===== src/rtl/onehot_index_encoder_pipe_pkg.sv =====
// onehot_enc_pkg: mode encodings and width helper shared by the one-hot encoder files
package onehot_enc_pkg;
  localparam logic [1:0] MODE_STRICT  = 2'b00;
  localparam logic [1:0] MODE_PRIO_LO = 2'b01;
  localparam logic [1:0] MODE_PRIO_HI = 2'b10;
  localparam logic [1:0] MODE_RSVD    = 2'b11;
  typedef enum logic [1:0] {
    STRICT  = MODE_STRICT,
    PRIO_LO = MODE_PRIO_LO,
    PRIO_HI = MODE_PRIO_HI,
    RSVD    = MODE_RSVD
  } enc_mode_e;
  function automatic int idx_w(input int w);
    return w > 1 ? $clog2(w) : 1;
  endfunction
endpackage


===== src/rtl/onehot_index_encoder_pipe_if.sv =====
// onehot_index_encoder_pipe_if: handshake, data, flag and telemetry bundle of the encoder
// master drives mode/in_valid/in_data/out_ready/err_clr; slave (the encoder) returns
// in_ready/out_valid/out_idx/out_zero/out_multi/err_cnt.
interface onehot_index_encoder_pipe_if
  import onehot_enc_pkg::*;
#(
  parameter int WIDTH = 64,
  parameter int CNT_W = 16
);
  localparam int IDX_W = idx_w(WIDTH);
  logic [1:0]       mode;
  logic             in_valid;
  logic             in_ready;
  logic [WIDTH-1:0] in_data;
  logic             out_valid;
  logic             out_ready;
  logic [IDX_W-1:0] out_idx;
  logic             out_zero;
  logic             out_multi;
  logic             err_clr;
  logic [CNT_W-1:0] err_cnt;
  modport master (
    output mode, in_valid, in_data, out_ready, err_clr,
    input  in_ready, out_valid, out_idx, out_zero, out_multi, err_cnt
  );
  modport slave (
    input  mode, in_valid, in_data, out_ready, err_clr,
    output in_ready, out_valid, out_idx, out_zero, out_multi, err_cnt
  );
endinterface


===== src/rtl/onehot_index_encoder_pipe_slice.sv =====
// onehot_enc_slice: combinational any/multi/lowest/highest set-bit finder for one slice
// data_i: slice bits; any_o: some bit set; multi_o: two or more set;
// low_idx_o/high_idx_o: lowest/highest set index, 0 when the slice is empty.
module onehot_enc_slice
  import onehot_enc_pkg::*;
#(
  parameter int SLICE_W = 32,
  localparam int SIW = idx_w(SLICE_W)
) (
  input  logic [SLICE_W-1:0] data_i,
  output logic               any_o,
  output logic               multi_o,
  output logic [SIW-1:0]     low_idx_o,
  output logic [SIW-1:0]     high_idx_o
);
  always_comb begin
    any_o      = |data_i;
    // clearing the lowest set bit leaves something only if two or more were set
    multi_o    = (data_i & (data_i - SLICE_W'(1))) != '0;
    low_idx_o  = '0;
    high_idx_o = '0;
    for (int i = SLICE_W - 1; i >= 0; i--) if (data_i[i]) low_idx_o = SIW'(i);
    for (int i = 0; i < SLICE_W; i++) if (data_i[i]) high_idx_o = SIW'(i);
  end
endmodule


===== src/rtl/onehot_index_encoder_pipe.sv =====
// onehot_index_encoder_pipe: pipelined one-hot/multi-hot to binary index encoder
// clk, rst_n (sync, active-low); bus: slave side of onehot_index_encoder_pipe_if
// carrying the valid/ready input and output handshakes, flags and error counter.
module onehot_index_encoder_pipe
  import onehot_enc_pkg::*;
#(
  parameter int WIDTH = 64,
  parameter int PIPE  = 2,
  parameter int CNT_W = 16,
  localparam int IDX_W = idx_w(WIDTH)
) (
  input logic clk,
  input logic rst_n,
  onehot_index_encoder_pipe_if.slave bus
);
  localparam int HW = WIDTH / 2;
  logic             src_valid, out_load, out_leave;
  logic [IDX_W-1:0] idx_d, idx_q;
  logic             zero_d, zero_q, multi_d, multi_q, out_valid_q;
  logic [CNT_W-1:0] cnt_q;
  assign out_leave = out_valid_q && bus.out_ready;
  assign out_load  = src_valid && (!out_valid_q || bus.out_ready);
  if (PIPE == 1) begin : g_p1
    logic             any, multi;
    logic [IDX_W-1:0] low, high;
    enc_mode_e        m;
    onehot_enc_slice #(.SLICE_W(WIDTH)) u_full (
      .data_i(bus.in_data), .any_o(any), .multi_o(multi), .low_idx_o(low), .high_idx_o(high)
    );
    assign m            = enc_mode_e'(bus.mode);
    assign src_valid    = bus.in_valid;
    assign bus.in_ready = rst_n && (!out_valid_q || bus.out_ready);
    assign zero_d       = !any;
    assign multi_d      = multi;
    // an empty slice reports index 0, so priority modes need no zero guard
    assign idx_d = m == PRIO_LO ? low : m == PRIO_HI ? high : multi ? '0 : low;
  end else if (PIPE == 2) begin : g_p2
    logic               any_lo, any_hi, mul_lo, mul_hi, s1_load, s1_valid_q;
    logic               any_lo_q, any_hi_q, mul_lo_q, mul_hi_q;
    logic [IDX_W-2:0]   lo_low, lo_high, hi_low, hi_high;
    logic [IDX_W-2:0]   lo_low_q, lo_high_q, hi_low_q, hi_high_q;
    enc_mode_e          mode_q;
    onehot_enc_slice #(.SLICE_W(HW)) u_lo (
      .data_i(bus.in_data[HW-1:0]), .any_o(any_lo), .multi_o(mul_lo),
      .low_idx_o(lo_low), .high_idx_o(lo_high)
    );
    onehot_enc_slice #(.SLICE_W(HW)) u_hi (
      .data_i(bus.in_data[WIDTH-1:HW]), .any_o(any_hi), .multi_o(mul_hi),
      .low_idx_o(hi_low), .high_idx_o(hi_high)
    );
    assign src_valid    = s1_valid_q;
    // stage 1 drains exactly when the output stage loads from it
    assign bus.in_ready = rst_n && (!s1_valid_q || out_load);
    assign s1_load      = bus.in_valid && bus.in_ready;
    always_ff @(posedge clk)
      if (!rst_n) s1_valid_q <= 1'b0;
      else if (s1_load || out_load) s1_valid_q <= s1_load;
    always_ff @(posedge clk)
      if (s1_load) begin
        any_lo_q  <= any_lo;
        any_hi_q  <= any_hi;
        mul_lo_q  <= mul_lo;
        mul_hi_q  <= mul_hi;
        lo_low_q  <= lo_low;
        lo_high_q <= lo_high;
        hi_low_q  <= hi_low;
        hi_high_q <= hi_high;
        mode_q    <= enc_mode_e'(bus.mode);
      end
    assign zero_d  = !any_lo_q && !any_hi_q;
    assign multi_d = mul_lo_q || mul_hi_q || (any_lo_q && any_hi_q);
    assign idx_d = mode_q == PRIO_LO ? (any_lo_q ? {1'b0, lo_low_q} : any_hi_q ? {1'b1, hi_low_q} : '0)
                 : mode_q == PRIO_HI ? (any_hi_q ? {1'b1, hi_high_q} : {1'b0, lo_high_q})
                 : (multi_d || zero_d) ? '0
                 : any_hi_q ? {1'b1, hi_low_q} : {1'b0, lo_low_q};
  end else begin : g_bad_pipe
    $error("onehot_index_encoder_pipe: PIPE must be 1 or 2");
  end
  always_ff @(posedge clk)
    if (!rst_n) begin
      out_valid_q <= 1'b0;
      idx_q       <= '0;
      zero_q      <= 1'b0;
      multi_q     <= 1'b0;
    end else begin
      if (out_load || out_leave) out_valid_q <= out_load;
      if (out_load) begin
        idx_q   <= idx_d;
        zero_q  <= zero_d;
        multi_q <= multi_d;
      end
    end
  always_ff @(posedge clk)
    if (!rst_n || bus.err_clr) cnt_q <= '0;
    else if (out_leave && multi_q && cnt_q != '1) cnt_q <= cnt_q + CNT_W'(1);
  assign bus.out_valid = out_valid_q;
  assign bus.out_idx   = idx_q;
  assign bus.out_zero  = zero_q;
  assign bus.out_multi = multi_q;
  assign bus.err_cnt   = cnt_q;
endmodule


===== src/flat_wrapper.sv =====
// flat-port wrapper written by rule: the top's interface ports become plain ports
module onehot_index_encoder_pipe_flat import onehot_enc_pkg::*;
#(
  parameter int WIDTH = 64,
  parameter int PIPE  = 2,
  parameter int CNT_W = 16,
  localparam int IDX_W = idx_w(WIDTH)
)
  (clk, rst_n, bus_mode, bus_in_valid, bus_in_data, bus_out_ready, bus_err_clr, bus_in_ready, bus_out_valid, bus_out_idx, bus_out_zero, bus_out_multi, bus_err_cnt);
  onehot_index_encoder_pipe_if #(.WIDTH(WIDTH), .CNT_W(CNT_W)) bus_i ();
  input logic clk;
  input logic rst_n;
  input wire logic [$bits(bus_i.mode)-1:0] bus_mode;
  input wire logic [$bits(bus_i.in_valid)-1:0] bus_in_valid;
  input wire logic [$bits(bus_i.in_data)-1:0] bus_in_data;
  input wire logic [$bits(bus_i.out_ready)-1:0] bus_out_ready;
  input wire logic [$bits(bus_i.err_clr)-1:0] bus_err_clr;
  output wire logic [$bits(bus_i.in_ready)-1:0] bus_in_ready;
  output wire logic [$bits(bus_i.out_valid)-1:0] bus_out_valid;
  output wire logic [$bits(bus_i.out_idx)-1:0] bus_out_idx;
  output wire logic [$bits(bus_i.out_zero)-1:0] bus_out_zero;
  output wire logic [$bits(bus_i.out_multi)-1:0] bus_out_multi;
  output wire logic [$bits(bus_i.err_cnt)-1:0] bus_err_cnt;
  assign bus_i.mode = bus_mode;
  assign bus_i.in_valid = bus_in_valid;
  assign bus_i.in_data = bus_in_data;
  assign bus_i.out_ready = bus_out_ready;
  assign bus_i.err_clr = bus_err_clr;
  assign bus_in_ready = bus_i.in_ready;
  assign bus_out_valid = bus_i.out_valid;
  assign bus_out_idx = bus_i.out_idx;
  assign bus_out_zero = bus_i.out_zero;
  assign bus_out_multi = bus_i.out_multi;
  assign bus_err_cnt = bus_i.err_cnt;
  onehot_index_encoder_pipe #(.WIDTH(WIDTH), .PIPE(PIPE), .CNT_W(CNT_W)) u_core (.clk(clk), .rst_n(rst_n), .bus(bus_i));
endmodule

===== config.mk =====
export PLATFORM = sky130hd
export DESIGN_NAME = onehot_index_encoder_pipe_flat
export DESIGN_NICKNAME = d
export VERILOG_FILES = /design/src/rtl/onehot_index_encoder_pipe_pkg.sv /design/src/rtl/onehot_index_encoder_pipe_if.sv /design/src/rtl/onehot_index_encoder_pipe_slice.sv /design/src/rtl/onehot_index_encoder_pipe.sv /design/src/flat_wrapper.sv
export SDC_FILE = /design/constraint.sdc
export NUM_CORES = 1
export LEC_CHECK = 0
export ABC_AREA = 1
export BUFFER_PORTS_ARGS = -buffer_cell sky130_fd_sc_hd__buf_2
export CORE_MARGIN = 4
export CORE_UTILIZATION = 55
export DETAILED_ROUTE_END_ITERATION = 16
export GPL_TIMING_DRIVEN = 0
export PLACE_DENSITY = 0.81
export SLEW_MARGIN = 5
export SYNTH_ARGS = -nofsm -noshare
export SYNTH_HDL_FRONTEND = slang
export SYNTH_SLANG_ARGS = --single-unit

===== constraint.sdc =====
create_clock -name clk -period 6.5 [get_ports clk]
set_input_delay 0.975 -clock clk [delete_from_list [all_inputs] [get_ports clk]]
set_output_delay 0.975 -clock clk [all_outputs]
set_load 0.01 [all_outputs]

# == Yosys cells after proc, flatten, opt, wreduce, memory -nomap -nowiden ==
# Index checks and enable logic that the tools add are counted.
# classes
muxes,129
n_eq_ne,3
bitwise_logic,2
addsub,3
n_reduce_logical,41
# op_table
cell,count
$mux 5,60
$mux 4,32
$and 32x32->32,2
$reduce_bool 32->1,2
$reduce_or 16->1,4
$reduce_or 32->1,2
$sub 32x1->32 const B,2
$mux 3,16
$mux 6,7
$reduce_or 8->1,4
$add 16x1->16 const B,1
$mux 2,8
$ne 16x16->1 const B,1
$reduce_or 4->1,4
$logic_and 1x1->1,8
$logic_or 1x1->1,8
$reduce_or 2->1,4
$mux 1,6
$logic_not 1->1,5
$eq 2x1->1 const B,1
$eq 2x2->1 const B,1
# totals
ff_bits,52
input_bits,71

# == Depth between registers and ports, before layout ==
# depth
depth_word,31
depth_mapped,31
depth_no_buf,31

# == Hierarchy ==
# A second synthesis with hierarchy kept.
# hier_totals
cells_unflattened,749
hier_area_um2,4603.2
# modules_own_cells
mod,instances,cells_each,area_each_um2
onehot_index_encoder_pipe,1,307,2526.2
onehot_enc_slice,2,221,1038.5

# == Worst setup path before layout ==
# Ideal clock, no wire load.
# synth_timing
path_type,input port to flip-flop
start,input rst_n
end,register u_core.g_p2.any_hi_q (enable)
arrival_ps,2391
path_slack_ps,3701
path_stages,3
setup_time_ps,409
path_cell_list,clkbuf_1 nand2_1 nor2_1
# synth_between
elab_chain_len,2
# synth_rtl
element,line,rtl
start: declaration,flat_wrapper.sv:12,input logic rst_n;
$logic_and 1x1->1,onehot_index_encoder_pipe.sv:53,assign bus.in_ready = rst_n && (!s1_valid_q || out_load);
$logic_and 1x1->1,onehot_index_encoder_pipe.sv:54,assign s1_load = bus.in_valid && bus.in_ready;
net u_core.g_p2.s1_load,onehot_index_encoder_pipe.sv:38,"logic any_lo, any_hi, mul_lo, mul_hi, s1_load, s1_valid_q;"
end signal: assignment,onehot_index_encoder_pipe.sv:61,any_hi_q <= any_hi;
end: declaration,onehot_index_encoder_pipe.sv:39,"logic any_lo_q, any_hi_q, mul_lo_q, mul_hi_q;"
# The timed path passes the listed nets, and every way through them passes these cells.
# A chain may end at the register's enable or synchronous reset.

# == Final worst setup path ==
# layout_timing
start,input bus_in_data[61]
end,"register u_core.g_p2.mul_hi_q, data pin"
# layout_between
elab_chain_len,3
# layout_rtl
element,line,rtl
start: declaration,flat_wrapper.sv:15,input wire logic [$bits(bus_i.in_data)-1:0] bus_in_data;
$sub 32x1->32,onehot_index_encoder_pipe_slice.sv:19,multi_o = (data_i & (data_i - SLICE_W'(1))) != '0;
$and 32x32->32 *,onehot_index_encoder_pipe_slice.sv:19,
$reduce_bool 32->1 *,onehot_index_encoder_pipe_slice.sv:19,
net u_core.g_p2.mul_hi,onehot_index_encoder_pipe.sv:38,
end signal: assignment,onehot_index_encoder_pipe.sv:63,mul_hi_q <= mul_hi;
end: declaration,onehot_index_encoder_pipe.sv:39,
# The timed path passes the listed nets; every way through them passes the cells marked *.

==> results.ini <==
[critical_path]
crit_arrival_ps = 2890
worstRegToRegCells = 13
critical_path_class = in -> reg
critPathLaunchType = input port
cp_top_family = compound AO/OA/AOI/OAI gates
slowest_delay_ps = 400
ff2ff_setup_slack_ps = 4270
crit_buf_inv = 1
cpMaxStageDelayCell = a2111oi_0
path_cells = buf_2 -> nor2_1 -> a31oi_1 -> a2111oi_0 -> o221ai_1 -> nor4_1 -> o2111ai_1 -> nor3_1 -> nand4_1
r2r-start = u_core.bus.err_cnt[0]
r2r-end = u_core.bus.err_cnt[15]
crit_path_max_fanout = 5
required_ps = 6530
crit_path_end_kind = register

[timing]
maxSlewHeadroom_pct = 65.80
worst_pin_slew_ps = 507.6
finalMaxSlewViolations = 0
max_freq_mhz = 348.9
setup_viol = 0
layout_setup_ws_ps = 3634
min_period_over_period_pct = 44.09
skew_ps = 12.00
fin_setup_tns_ps = 0
fin_crit_ps = 2866
rsz0062_at_grt = false
hold_viol_final = 0

[floorplan]
rows = 31
die_w_um = 95.04
chipHeight_um = 95.04
dieArea_um2 = 9032
coreArea_um2 = 7292
start_util_pct = 57.14
ios = 97

[yosys]
yosysTopAreaCell = edfxtp_1
synth_edf_count = 26
syn_area_um2 = 4166
synth.net_count = 747
ys_ff_latch = 52
avgSynthCellArea_um2 = 6.173
synth.distinct_cells = 40
ys_top_cells_by_area = edfxtp_1, nand2_1, dfxtp_1
netlist.area_leader.share_pct = 18.74
ys.flop_type = edfxtp_1
ys_warn_count = 0
synth_seq_area_share_pct = 31.23
async_reset_ff_share_pct = 0
netlist_instances = 675

[worst_hold_path]
hold_path_class = reg -> reg
min_path_cells = 2
hold_start = u_core.g_p2.s1_valid_q
worstHoldEndpoint = u_core.bus.out_valid

[finish]
n_antenna_cell = 0
register_area_um2 = 1301
drive_above_1_share_pct = 19.00
layout_common_cells = nand2_1, inv_1, buf_2, nor2_1, a21oi_1
final_common_cell = nand2_1
areaGrowthSynthToFinish_pct = 17.27
n_fill_cell = 722
multi_input_area_um2 = 2364
utilization_pct = 67.00
final_nets = 850

[detailed_routing]
vias_per_cell = 5.125
avgRoutedWirePerCell_um = 10.88
drc = 0
drtIter0Drc = 178
num_vias = 4500
drt-total-wl_um = 9555
first_pass_iters = 5
final_antenna_net_count = 0

[clock_tree]
htree_num_levels = 2
clk_pin_slew_ps = 90
cts_sinks = 52
cts_resized = 0
cts_tree = yes
max-clock-path-buffers = 2
clock_latency_ps = 300
cts_made_buffers = 5
postCtsHoldBufs = 0
post_cts_buffers = 0
root_buffer = clkbuf_8

[global_route]
antenna_found_initial = 0
grt_pass1_wl_um = 15970
track_usage_pct = 21.18
grt_max_degree = 22
gr-total-overflow = 0
first_global_vias = 3923

[job]
maxCapViolCount = 0

[power_and_ir_drop]
ir_worst_vdd_mv = 0.08907
pwr-share-comb_pct = 20.6
p_sw_mw = 0.1951
power_density_nw_per_um2 = 143.7
p_leak_nw = 2.353
sw_frac_of_total_pct = 27.79
power.internal_mw = 0.5070
clkPwrFrac_pct = 28.2
seqPwrFrac_pct = 51.2

[outcome]
status = finished clean

[placement]
port_buffers = 95
place_congestion = 0.9041
pre_cts_slack_ps = 3366
hpwl_um = 8010

-- through the flow --
step | cell area (µm²) | total power [mW] | hold slack (ps) | std cells
6_report | 4886 | 0.7022 | 489.5 | 878
2_1_floorplan | 4167 | 0.4537 | 449.5 | 675
4_1_cts | 4886 | 0.7069 | 492.8 | 878
5_1_grt | 4886 | 0.7412 | 509.8 | 878
3_3_place_gp | 4766 | 0.5053 | 464.6 | 869
3_5_place_dp | 4783 | 0.5109 | 476.7 | 870
-- sequential cells by signal (all words and copies together), names as in the netlist, 2 cells and up --
name	count
u_core.bus.err_cnt	16
u_core.bus.out_idx	6
u_core.g_p2.hi_high_q	5
u_core.g_p2.hi_low_q	5
u_core.g_p2.lo_high_q	5
u_core.g_p2.lo_low_q	5
u_core.g_p2.mode_q	2
-- cells in the mapped netlist, types with 3 or more instances --
library cell and count:
nand2_1 207, inv_1 105, nor2_1 73, a21oi_1 55, o21ai_0 42, dfxtp_1 26
edfxtp_1 26, inv_2 18, nand3_1 16, a31oi_1 12, o21ai_1 12, nor3_1 10
nor2_2 9, clkbuf_1 7, a21boi_0 5, nor2_4 5, o32ai_1 5, nor4_1 4
o21bai_1 4, nand4_1 3, nor2_8 3, o2111ai_1 3
-- worst register-to-register path: cells and delay by family (launching register included) --
family          cells  cell delay, ps
flops               1             350
fa+ha+maj           1             230
buf+inv             2             160
simple gates        8            1200
compound gates      2             200
-- cell families after synthesis --
logic type | after synthesis | synth area share [%]
buffers and inverters | 133 | 12.10
adders and majority gates | 1 | 0.3003
DFF | 52 | 31.23
AOI/OAI and AO/OA | 150 | 20.69
and+or+nand+nor | 338 | 35.47
xor gates and xnor gates | 1 | 0.2102
-- power groups by stage --
stage / logic (mW) / registers [mW] / clock network (mW)
2_1_floorplan: 0.0856 / 0.368 / 0
3_3_place_gp: 0.138 / 0.368 / 0
3_5_place_dp: 0.143 / 0.367 / 0
4_1_cts: 0.144 / 0.360 / 0.203
5_1_grt: 0.166 / 0.361 / 0.215
6_report: 0.144 / 0.360 / 0.198
-- how the worst max path moves through the flow --
stage	from	end	slack, ps	cells past startpoint
floorplan	rst_n	u_core.g_p2.any_hi_q	3700	3
global placement	bus_out_ready	u_core.g_p2.hi_low_q[1]	3260	7
detailed placement	bus_in_data[35]	u_core.g_p2.mul_hi_q	3370	11
CTS	bus_in_data[35]	u_core.g_p2.mul_hi_q	3680	11
global route	bus_in_data[8]	u_core.g_p2.mul_lo_q	3520	15
finish	bus_in_data[61]	u_core.g_p2.mul_hi_q	3630	9
-- layer usage --
layer	global-route usage (%)	wire, µm	vias up
met4	3.726	88	0
li1	-	-	2389
met1	29.31	4555	1977
met5	0	0	-
met3	2.920	549	10
met2	35.76	4362	124
-- area by class of cell --
| cell class | count | area share [%] |
|---|---|---|
| flip-flops and latches | 52 | 26.63 |
| clock buffers | 7 | 1.997 |
| clock inverters | 1 | 0.1024 |
| multi-input cells | 490 | 48.37 |
| inverters | 126 | 9.782 |
| plain buffers | 7 | 0.5378 |
| well taps | 99 | 2.535 |
| repair buffers | 96 | 10.04 |
Note: power is estimated with default switching activity, not from simulation.
